**config.mk**
```make
export PLATFORM = sky130hd
export DESIGN_NAME = fir_csa_final_adder
export DESIGN_NICKNAME = d
export VERILOG_FILES = /design/src/rtl/fir_pkg.sv /design/src/rtl/fir_sat_trunc.sv /design/src/rtl/fir_csa_final_adder.sv
export SDC_FILE = /design/constraint.sdc
export NUM_CORES = 1
export LEC_CHECK = 0
export CORE_MARGIN = 4
export CORE_UTILIZATION = 35
export DETAILED_ROUTE_END_ITERATION = 8
export GPL_TIMING_DRIVEN = 0
export PLACE_DENSITY = 0.55
export SLEW_MARGIN = 15
export SYNTH_ARGS = -nofsm -noshare
export SYNTH_HDL_FRONTEND = slang
export SYNTH_SLANG_ARGS = --single-unit
```
**constraint.sdc**
```tcl
create_clock -name clk -period 9.6 [get_ports clk]
set_clock_uncertainty 0.05 [all_clocks]
set_input_delay 1.44 -clock clk [delete_from_list [all_inputs] [get_ports clk]]
set_output_delay 1.44 -clock clk [all_outputs]
set_load 0.05 [all_outputs]
```
**src/rtl/fir_pkg.sv**
```systemverilog
// ============================================================================
// Module      : fir_pkg
// Description : Shared width defaults for the FIR carry-save final adder.
// Revision    : 1.0 - initial release
// ============================================================================
`default_nettype none

package fir_pkg;

    localparam int FIR_OP_WIDTH   = 64;
    localparam int FIR_OUT_WIDTH  = 32;
    localparam int FIR_HALF_WIDTH = FIR_OP_WIDTH / 2;

    // Largest / smallest representable signed value of a given width.
    function automatic logic [FIR_OP_WIDTH-1:0] fir_sat_max(input int width);
        logic [FIR_OP_WIDTH-1:0] v;
        v = '0;
        for (int i = 0; i < width - 1; i++) begin
            v[i] = 1'b1;
        end
        return v;
    endfunction

    function automatic logic [FIR_OP_WIDTH-1:0] fir_sat_min(input int width);
        logic [FIR_OP_WIDTH-1:0] v;
        v = '0;
        v[width-1] = 1'b1;
        return v;
    endfunction

endpackage

`default_nettype wire

```
**src/rtl/fir_sat_trunc.sv**
```systemverilog
// ============================================================================
// Module      : fir_sat_trunc
// Description : Arithmetic right shift followed by signed saturation (comb).
// Revision    : 1.0 - initial release
// ============================================================================
`default_nettype none

module fir_sat_trunc
    import fir_pkg::*;
#(
    parameter int OP_WIDTH  = FIR_OP_WIDTH,
    parameter int OUT_WIDTH = FIR_OUT_WIDTH,
    parameter int SHIFT     = 0
) (
    input  logic [OP_WIDTH-1:0]  sum_i,
    output logic [OUT_WIDTH-1:0] data_o,
    output logic                 sat_o
);

    localparam int TOP_WIDTH = OP_WIDTH - OUT_WIDTH + 1;

    localparam logic [FIR_OP_WIDTH-1:0] C_MAX_FULL = fir_sat_max(OUT_WIDTH);
    localparam logic [FIR_OP_WIDTH-1:0] C_MIN_FULL = fir_sat_min(OUT_WIDTH);
    localparam logic [OUT_WIDTH-1:0]    C_MAX      = C_MAX_FULL[OUT_WIDTH-1:0];
    localparam logic [OUT_WIDTH-1:0]    C_MIN      = C_MIN_FULL[OUT_WIDTH-1:0];

    logic signed [OP_WIDTH-1:0] w_shifted;
    logic [TOP_WIDTH-1:0]       w_top;
    logic                       w_sat;

    assign w_shifted = $signed(sum_i) >>> SHIFT;

    // In range exactly when every bit from the output sign bit upward agrees.
    assign w_top = w_shifted[OP_WIDTH-1 -: TOP_WIDTH];
    assign w_sat = ~((&w_top) | ~(|w_top));

    always_comb begin
        data_o = w_shifted[OUT_WIDTH-1:0];
        sat_o  = w_sat;
        if (w_sat) begin
            data_o = w_shifted[OP_WIDTH-1] ? C_MIN : C_MAX;
        end
    end

endmodule

`default_nettype wire

```
**src/rtl/fir_csa_final_adder.sv**
```systemverilog
// ============================================================================
// Module      : fir_csa_final_adder
// Description : 3-stage split carry-propagate adder, shift and saturate,
//               with per-stage valid bits and ready/valid backpressure.
// Revision    : 1.0 - initial release
// ============================================================================
`default_nettype none

module fir_csa_final_adder
    import fir_pkg::*;
#(
    parameter int OP_WIDTH  = FIR_OP_WIDTH,
    parameter int OUT_WIDTH = FIR_OUT_WIDTH,
    parameter int SHIFT     = 0
) (
    input  logic                 clk,
    input  logic                 rst,
    input  logic                 in_valid,
    output logic                 in_ready,
    input  logic [OP_WIDTH-1:0]  in_op0,
    input  logic [OP_WIDTH-1:0]  in_op1,
    input  logic                 in_last,
    output logic                 out_valid,
    input  logic                 out_ready,
    output logic [OUT_WIDTH-1:0] out_data,
    output logic                 out_last,
    output logic                 out_sat
);

    localparam int HALF_WIDTH = OP_WIDTH / 2;
    localparam int HI_WIDTH   = OP_WIDTH - HALF_WIDTH;

    // Stage 1: low-half sum and carry, high halves passed through.
    logic                  s1_valid_q, s1_valid_d;
    logic [HALF_WIDTH-1:0] s1_lo_q,    s1_lo_d;
    logic                  s1_c_q,     s1_c_d;
    logic [HI_WIDTH-1:0]   s1_hi0_q,   s1_hi0_d;
    logic [HI_WIDTH-1:0]   s1_hi1_q,   s1_hi1_d;
    logic                  s1_last_q,  s1_last_d;

    // Stage 2: full-width sum.
    logic                  s2_valid_q, s2_valid_d;
    logic [OP_WIDTH-1:0]   s2_sum_q,   s2_sum_d;
    logic                  s2_last_q,  s2_last_d;

    // Stage 3: saturated result.
    logic                  s3_valid_q, s3_valid_d;
    logic [OUT_WIDTH-1:0]  s3_data_q,  s3_data_d;
    logic                  s3_sat_q,   s3_sat_d;
    logic                  s3_last_q,  s3_last_d;

    logic                  w_s3_free;
    logic                  w_s2_adv;
    logic                  w_s2_free;
    logic                  w_s1_adv;
    logic                  w_s1_free;
    logic                  w_accept;
    logic [HALF_WIDTH:0]   w_lo_sum;
    logic [HI_WIDTH-1:0]   w_hi_sum;
    logic [OUT_WIDTH-1:0]  w_sat_data;
    logic                  w_sat_flag;

    // A stage may take new data when it is empty or its content moves on.
    assign w_s3_free = ~s3_valid_q | out_ready;
    assign w_s2_adv  = s2_valid_q & w_s3_free;
    assign w_s2_free = ~s2_valid_q | w_s2_adv;
    assign w_s1_adv  = s1_valid_q & w_s2_free;
    assign w_s1_free = ~s1_valid_q | w_s1_adv;

    assign in_ready  = w_s1_free & ~rst;
    assign w_accept  = in_valid & in_ready;

    assign w_lo_sum  = {1'b0, in_op0[HALF_WIDTH-1:0]} + {1'b0, in_op1[HALF_WIDTH-1:0]};
    assign w_hi_sum  = s1_hi0_q + s1_hi1_q + {{(HI_WIDTH-1){1'b0}}, s1_c_q};

    fir_sat_trunc #(
        .OP_WIDTH  (OP_WIDTH),
        .OUT_WIDTH (OUT_WIDTH),
        .SHIFT     (SHIFT)
    ) u_sat_trunc (
        .sum_i  (s2_sum_q),
        .data_o (w_sat_data),
        .sat_o  (w_sat_flag)
    );

    always_comb begin
        s1_valid_d = w_s1_free ? w_accept : s1_valid_q;
        s1_lo_d    = s1_lo_q;
        s1_c_d     = s1_c_q;
        s1_hi0_d   = s1_hi0_q;
        s1_hi1_d   = s1_hi1_q;
        s1_last_d  = s1_last_q;
        if (w_accept) begin
            s1_lo_d   = w_lo_sum[HALF_WIDTH-1:0];
            s1_c_d    = w_lo_sum[HALF_WIDTH];
            s1_hi0_d  = in_op0[OP_WIDTH-1:HALF_WIDTH];
            s1_hi1_d  = in_op1[OP_WIDTH-1:HALF_WIDTH];
            s1_last_d = in_last;
        end
    end

    always_comb begin
        s2_valid_d = w_s2_free ? w_s1_adv : s2_valid_q;
        s2_sum_d   = s2_sum_q;
        s2_last_d  = s2_last_q;
        if (w_s1_adv) begin
            s2_sum_d  = {w_hi_sum, s1_lo_q};
            s2_last_d = s1_last_q;
        end
    end

    always_comb begin
        s3_valid_d = w_s3_free ? w_s2_adv : s3_valid_q;
        s3_data_d  = s3_data_q;
        s3_sat_d   = s3_sat_q;
        s3_last_d  = s3_last_q;
        if (w_s2_adv) begin
            s3_data_d = w_sat_data;
            s3_sat_d  = w_sat_flag;
            s3_last_d = s2_last_q;
        end
    end

    always_ff @(posedge clk or posedge rst) begin
        if (rst) begin
            s1_valid_q <= 1'b0;
            s1_lo_q    <= '0;
            s1_c_q     <= 1'b0;
            s1_hi0_q   <= '0;
            s1_hi1_q   <= '0;
            s1_last_q  <= 1'b0;
            s2_valid_q <= 1'b0;
            s2_sum_q   <= '0;
            s2_last_q  <= 1'b0;
            s3_valid_q <= 1'b0;
            s3_data_q  <= '0;
            s3_sat_q   <= 1'b0;
            s3_last_q  <= 1'b0;
        end else begin
            s1_valid_q <= s1_valid_d;
            s1_lo_q    <= s1_lo_d;
            s1_c_q     <= s1_c_d;
            s1_hi0_q   <= s1_hi0_d;
            s1_hi1_q   <= s1_hi1_d;
            s1_last_q  <= s1_last_d;
            s2_valid_q <= s2_valid_d;
            s2_sum_q   <= s2_sum_d;
            s2_last_q  <= s2_last_d;
            s3_valid_q <= s3_valid_d;
            s3_data_q  <= s3_data_d;
            s3_sat_q   <= s3_sat_d;
            s3_last_q  <= s3_last_d;
        end
    end

    assign out_valid = s3_valid_q;
    assign out_data  = s3_data_q;
    assign out_sat   = s3_sat_q;
    assign out_last  = s3_last_q;

endmodule

`default_nettype wire

```
Word level (Yosys, flattened, before mapping)
Index checks and enable logic that the tools add are counted.
{ "classes": {"add_sub_neg": 3, "muxes": 2, "bitwise": 14, "reduce_logical": 2} }
{ "op_table": {"columns": ["operator", "count"], "rows": [
  ["$mux 32", 2],
  ["$add 32x32->33", 1],
  ["$reduce_and 33->1", 1],
  ["$reduce_or 33->1", 1],
  ["$add 32x1->32", 1],
  ["$add 32x32->32", 1],
  ["$not 1->1", 6],
  ["$and 1x1->1", 4],
  ["$or 1x1->1", 4]
]} }
{ "word_totals": {"ff_bits": 200, "word_cells": 34} }

Logic depth before layout (Yosys ltp)
{ "logic_depth": {"word_depth": 8, "ltp_mapped": 10, "ltp_nobuf": 10} }

Hierarchy
From an unflattened synthesis, not the netlist that was laid out.
{ "hier_totals": {"hier_cells": 1105, "hier_area_um2": 11562.3} }
{ "by_module_without_submodules": {"columns": ["module", "instances", "cells_per_inst", "area_each_um2"], "rows": [
  ["fir_csa_final_adder", 1, 1005, 10498.8],
  ["fir_sat_trunc", 1, 100, 1063.5]
]} }

Least setup slack after synthesis
OpenSTA, ideal clock, no wires.
{ "synth_path": {"path_kind": "input to output", "startpoint": "input port out_ready", "endpoint": "output port in_ready", "t_arrival_ps": 2347, "required_ps": 8110, "setup_slack_ps": 5763, "path_stages": 3, "path_buffers": 0, "path_cell_list": "nand3b_1 -> nor2_1 -> nor2_1"} }
{ "synth_via": {"elab_chain_len": 6} }
{ "synth_lines": {"columns": ["item", "line_no", "rtl"], "rows": [
  ["start: declaration", "fir_csa_final_adder.sv:24", "input logic out_ready,"],
  ["$or 1x1->1", "fir_csa_final_adder.sv:64", "assign w_s3_free = ~s3_valid_q | out_ready;"],
  ["$and 1x1->1", "fir_csa_final_adder.sv:65", "assign w_s2_adv = s2_valid_q & w_s3_free;"],
  ["$or 1x1->1", "fir_csa_final_adder.sv:66", "assign w_s2_free = ~s2_valid_q | w_s2_adv;"],
  ["$and 1x1->1", "fir_csa_final_adder.sv:67", "assign w_s1_adv = s1_valid_q & w_s2_free;"],
  ["$or 1x1->1", "fir_csa_final_adder.sv:68", "assign w_s1_free = ~s1_valid_q | w_s1_adv;"],
  ["$and 1x1->1", "fir_csa_final_adder.sv:70", "assign in_ready = w_s1_free & ~rst;"],
  ["end: declaration", "fir_csa_final_adder.sv:19", "output logic in_ready,"]
]} }
Every way passes these cells.

Final worst setup path
Ends and elaborated chain as after synthesis.

==> reports/results.tsv <==
stage	metric	value	unit
floorplan	die-height	184	um
setup_path	worstPathMaxFanout	5	
placement	dpl.cell_count	1629	
sta	final-max-slew-violation-count	0	
setup_path	timing.critical_path.required	8110	ps
power_and_ir_drop	vdd_drop_max	119	uV
sta	finalWorstSetupSlack	4840	ps
yosys	sequential_cell_area_fraction_in_the_yosys_report	0.461	
setup_path	arrival_time_reported_for_the_critical_path_endpoint	3270	ps
placement	postPlaceCellArea	13100	um2
global_route	grt_first_pass_wirelength	45000	um
placement	detailedPlace.worstSlack	4790	ps
clock_tree	root_buffer	clkbuf_16	
sta	max_slew.worst_pin.slew	726	ps
sta	fin_crit	4760	ps
yosys	syn-cell-area	10900	um2
final_layout	fillCellCount	2999	
floorplan	floorplan.initialDensity	0.355	
final_layout	antennaDiodeCount	0	
global_route	grt_start_max_net_pins	107	
yosys	yosys.area.top_type_share	0.461	
floorplan	io_pins	169	
sta	fin_hold_viols	0	
placement	place.detailed.hpwl	21200	um
power_and_ir_drop	power_density	236	nW/um2
global_route	grt_remaining_overflow	0	
yosys	ys_warn_count	0	
clock_tree	cts_repair_resize_count	0	
yosys	syn_inst	1063	
placement	io_buffer_count	168	
route	antenna_violating_nets_post_route	0	
sta	max-slew-margin-rel	0.516	
setup_path	critical_path.cell_chain	clkdlybuf4s50_1, nand3b_1, nor2_1, nor2_1, clkdlybuf4s50_1	
route	drt_iter0_markers	410	
sta	setup-violations-final	0	
floorplan	coreArea	30600	um2
setup_path	timing.critical_path.slowest_cell_delay	850	ps
floorplan	fp_rows	64	
yosys	synth_top_area_cell	dfrtp_1	
yosys	synth_most_common_cell	dfrtp_1	
floorplan	fp.dieW	184	um
clock_tree	tritoncts.num_buffers	17	
clock_tree	cts_tree	yes	
final_layout	final_instance_area	13700	um2
global_route	antenna_found_initial	0	
placement	finalWeightedCongestion	0.824	
route	route.detailed.drc	0	
yosys	synth_seq_cells	200	
route	avgRoutedWirePerCell	16.5	um
route	dr_total_vias	8423	
yosys	number_of_enable_type_register_cells_in_the_synthesized_netlist	0	
yosys	synthFlopType	dfrtp_1	
clock_tree	cts.repair_timing.setup_buffer_count	0	
final_layout	layoutNonFillerInstCount	1661	
clock_tree	clock-sinks	200	
clock_tree	clkLatencyLatePin	430	ps
clock_tree	cts.path.max_buffers	2	
route	first_pass_iters	5	
final_layout	area_growth_syn_to_layout	26.0	%
setup_path	slowest_stage	clkdlybuf4s50_1	
yosys	ys_types	60	
sta	min_period_over_period	0.496	
route	routed_wl	27300	um
global_route	first_global_vias	8406	
clock_tree	path_clk_slew	70	ps
power_and_ir_drop	power_leakage	5.84	nW
clock_tree	ctsHtreeMaxLevel	4	
yosys	postSynthNetCount	1261	
min_path	hold_path_class	reg2reg	
setup_path	worst_setup_path_start_kind	input pin	
route	viasPerCell	5.07	
final_layout	drive_above_1_share	0.119	
run_status	status	finished clean	
yosys	synth_area_per_cell	10.2	um2
flow_run	max_cap_violations	0	
yosys	synth.top_cells.by_area	dfrtp_1 46%, mux2_2 11%, ha_1 7.1%, o21ai_0 5.0%, nand2_1 4.7%	
global_route	track_usage	0.164	
setup_path	setup_crit_path_kind	in2out	
final_layout	fin_nets	1450	
clock_tree	ctsHoldBuffers	0	
sta	rsz0062_at_grt	false	
sta	achievable-frequency	210	MHz
yosys	synthTopCellsByCount	200 x dfrtp_1, 135 x nand2_1, 109 x o21ai_0	
floorplan	fp.dieArea	33900	um2
yosys	asyncSetResetFlopFracSynth	1.00	
setup_path	worst_setup_path_end_kind	primary output	
worst paths after layout:
| check | startpoint | to | slack [ps] | depth (start not counted) |
|---|---|---|---|---|
| max reg2reg | s1_c_q | s2_sum_q[58] | 6110 | 10 |
| min | s1_lo_q[15] | s1_lo_q[15] | 430 | 2 |
| min in group asynchronous | rst | s1_lo_q[10] | 1260 | 2 |
| max in group asynchronous | rst | out_data[11] | 7090 | 4 |
| max | out_ready | in_ready | 4840 | 5 |
| min reg2reg | s1_lo_q[15] | s1_lo_q[15] | 430 | 2 |
routing by layer:
metal / track usage / part of all wire
met1: 0.253 / 0.53
met2: 0.239 / 0.42
met3: 0.0312 / 0.044
met4: 0.0346 / 0.012
met5: 0 / 0
kinds of logic after synthesis:
kind of cell,share of synthesized area
AND/OR/NAND/NOR,0.121
XOR/XNOR,0.0411
multiplexers,0.111
flip-flops,0.461
AO/OA/AOI/OAI,0.167
adder cells (fa/ha/maj),0.0770
buffers and inverters,0.0228
power breakdown:
part           total, W  internal (W)  switching [W]
combinational   0.00124      0.000519       0.000723
clock          0.000712      0.000384       0.000328
sequential      0.00128       0.00110       0.000181
total           0.00323       0.00200        0.00123
cell usage in the layout, fill, tap and decap left out, types with 9 or more instances in the layout:
cell             netlist  final
dfrtp_1              200    200
clkdlybuf4s50_1        0    168
nand2_1              135    135
o21ai_0              109    109
mux2_2               104    104
a21oi_1               75     75
ha_1                  62     62
clkbuf_1              43     44
nor2_1                38     38
xnor2_1               31     31
a21o_1                25     25
xor2_1                20     20
inv_1                 20     19
clkbuf_16              0     17
o31ai_1               16     16
nand4_1               14     14
nand3_1               12     12
a211oi_1              11     11
o21a_1                11     11
nor2b_1               11     11
nor3_1                10     10
nor3b_1               10     10
nor4_1                10     10
a31oi_1                9      9
critical path, delay by kind of cell:
kind	cells	cell delay, ps
buffers and inverters	2	1320
and+or+nand+nor	3	500
sequential cells by signal (all words and copies together), names as in the netlist:
register / cells
out_data: 32
s1_hi1_q: 32
out_last: 1
out_valid: 1
s2_sum_q: 64
s1_valid_q: 1
s2_last_q: 1
s2_valid_q: 1
s1_last_q: 1
out_sat: 1
s1_lo_q: 32
s1_hi0_q: 32
s1_c_q: 1
area by class of cell:
| class | count | area, um2 | share of cell area |
|---|---|---|---|
| Buffer | 46 | 173 | 0.0126 |
| Clock buffer | 21 | 470 | 0.0344 |
| Clock inverter | 11 | 114 | 0.00832 |
| Inverter | 20 | 82.6 | 0.00604 |
| Multi-Input combinational cell | 797 | 5600 | 0.410 |
| Sequential cell | 200 | 5000 | 0.366 |
| Tap cell | 396 | 495 | 0.0362 |
| Timing Repair Buffer | 170 | 1740 | 0.127 |
metrics by stage:
step / total power (W) / setup TNS, ps / hold slack (ps) / utilization
after floorplan: 0.00211 / 0 / 395 / -
after global placement: 0.00252 / -50180 / 415 / 0.426
after detailed placement: 0.00254 / 0 / 418 / 0.428
after CTS: 0.00327 / 0 / 434 / 0.447
after global routing: 0.00345 / 0 / 456 / 0.447
final: 0.00323 / 0 / 427 / 0.447
No activity file was read; power rests on OpenSTA's default activity.
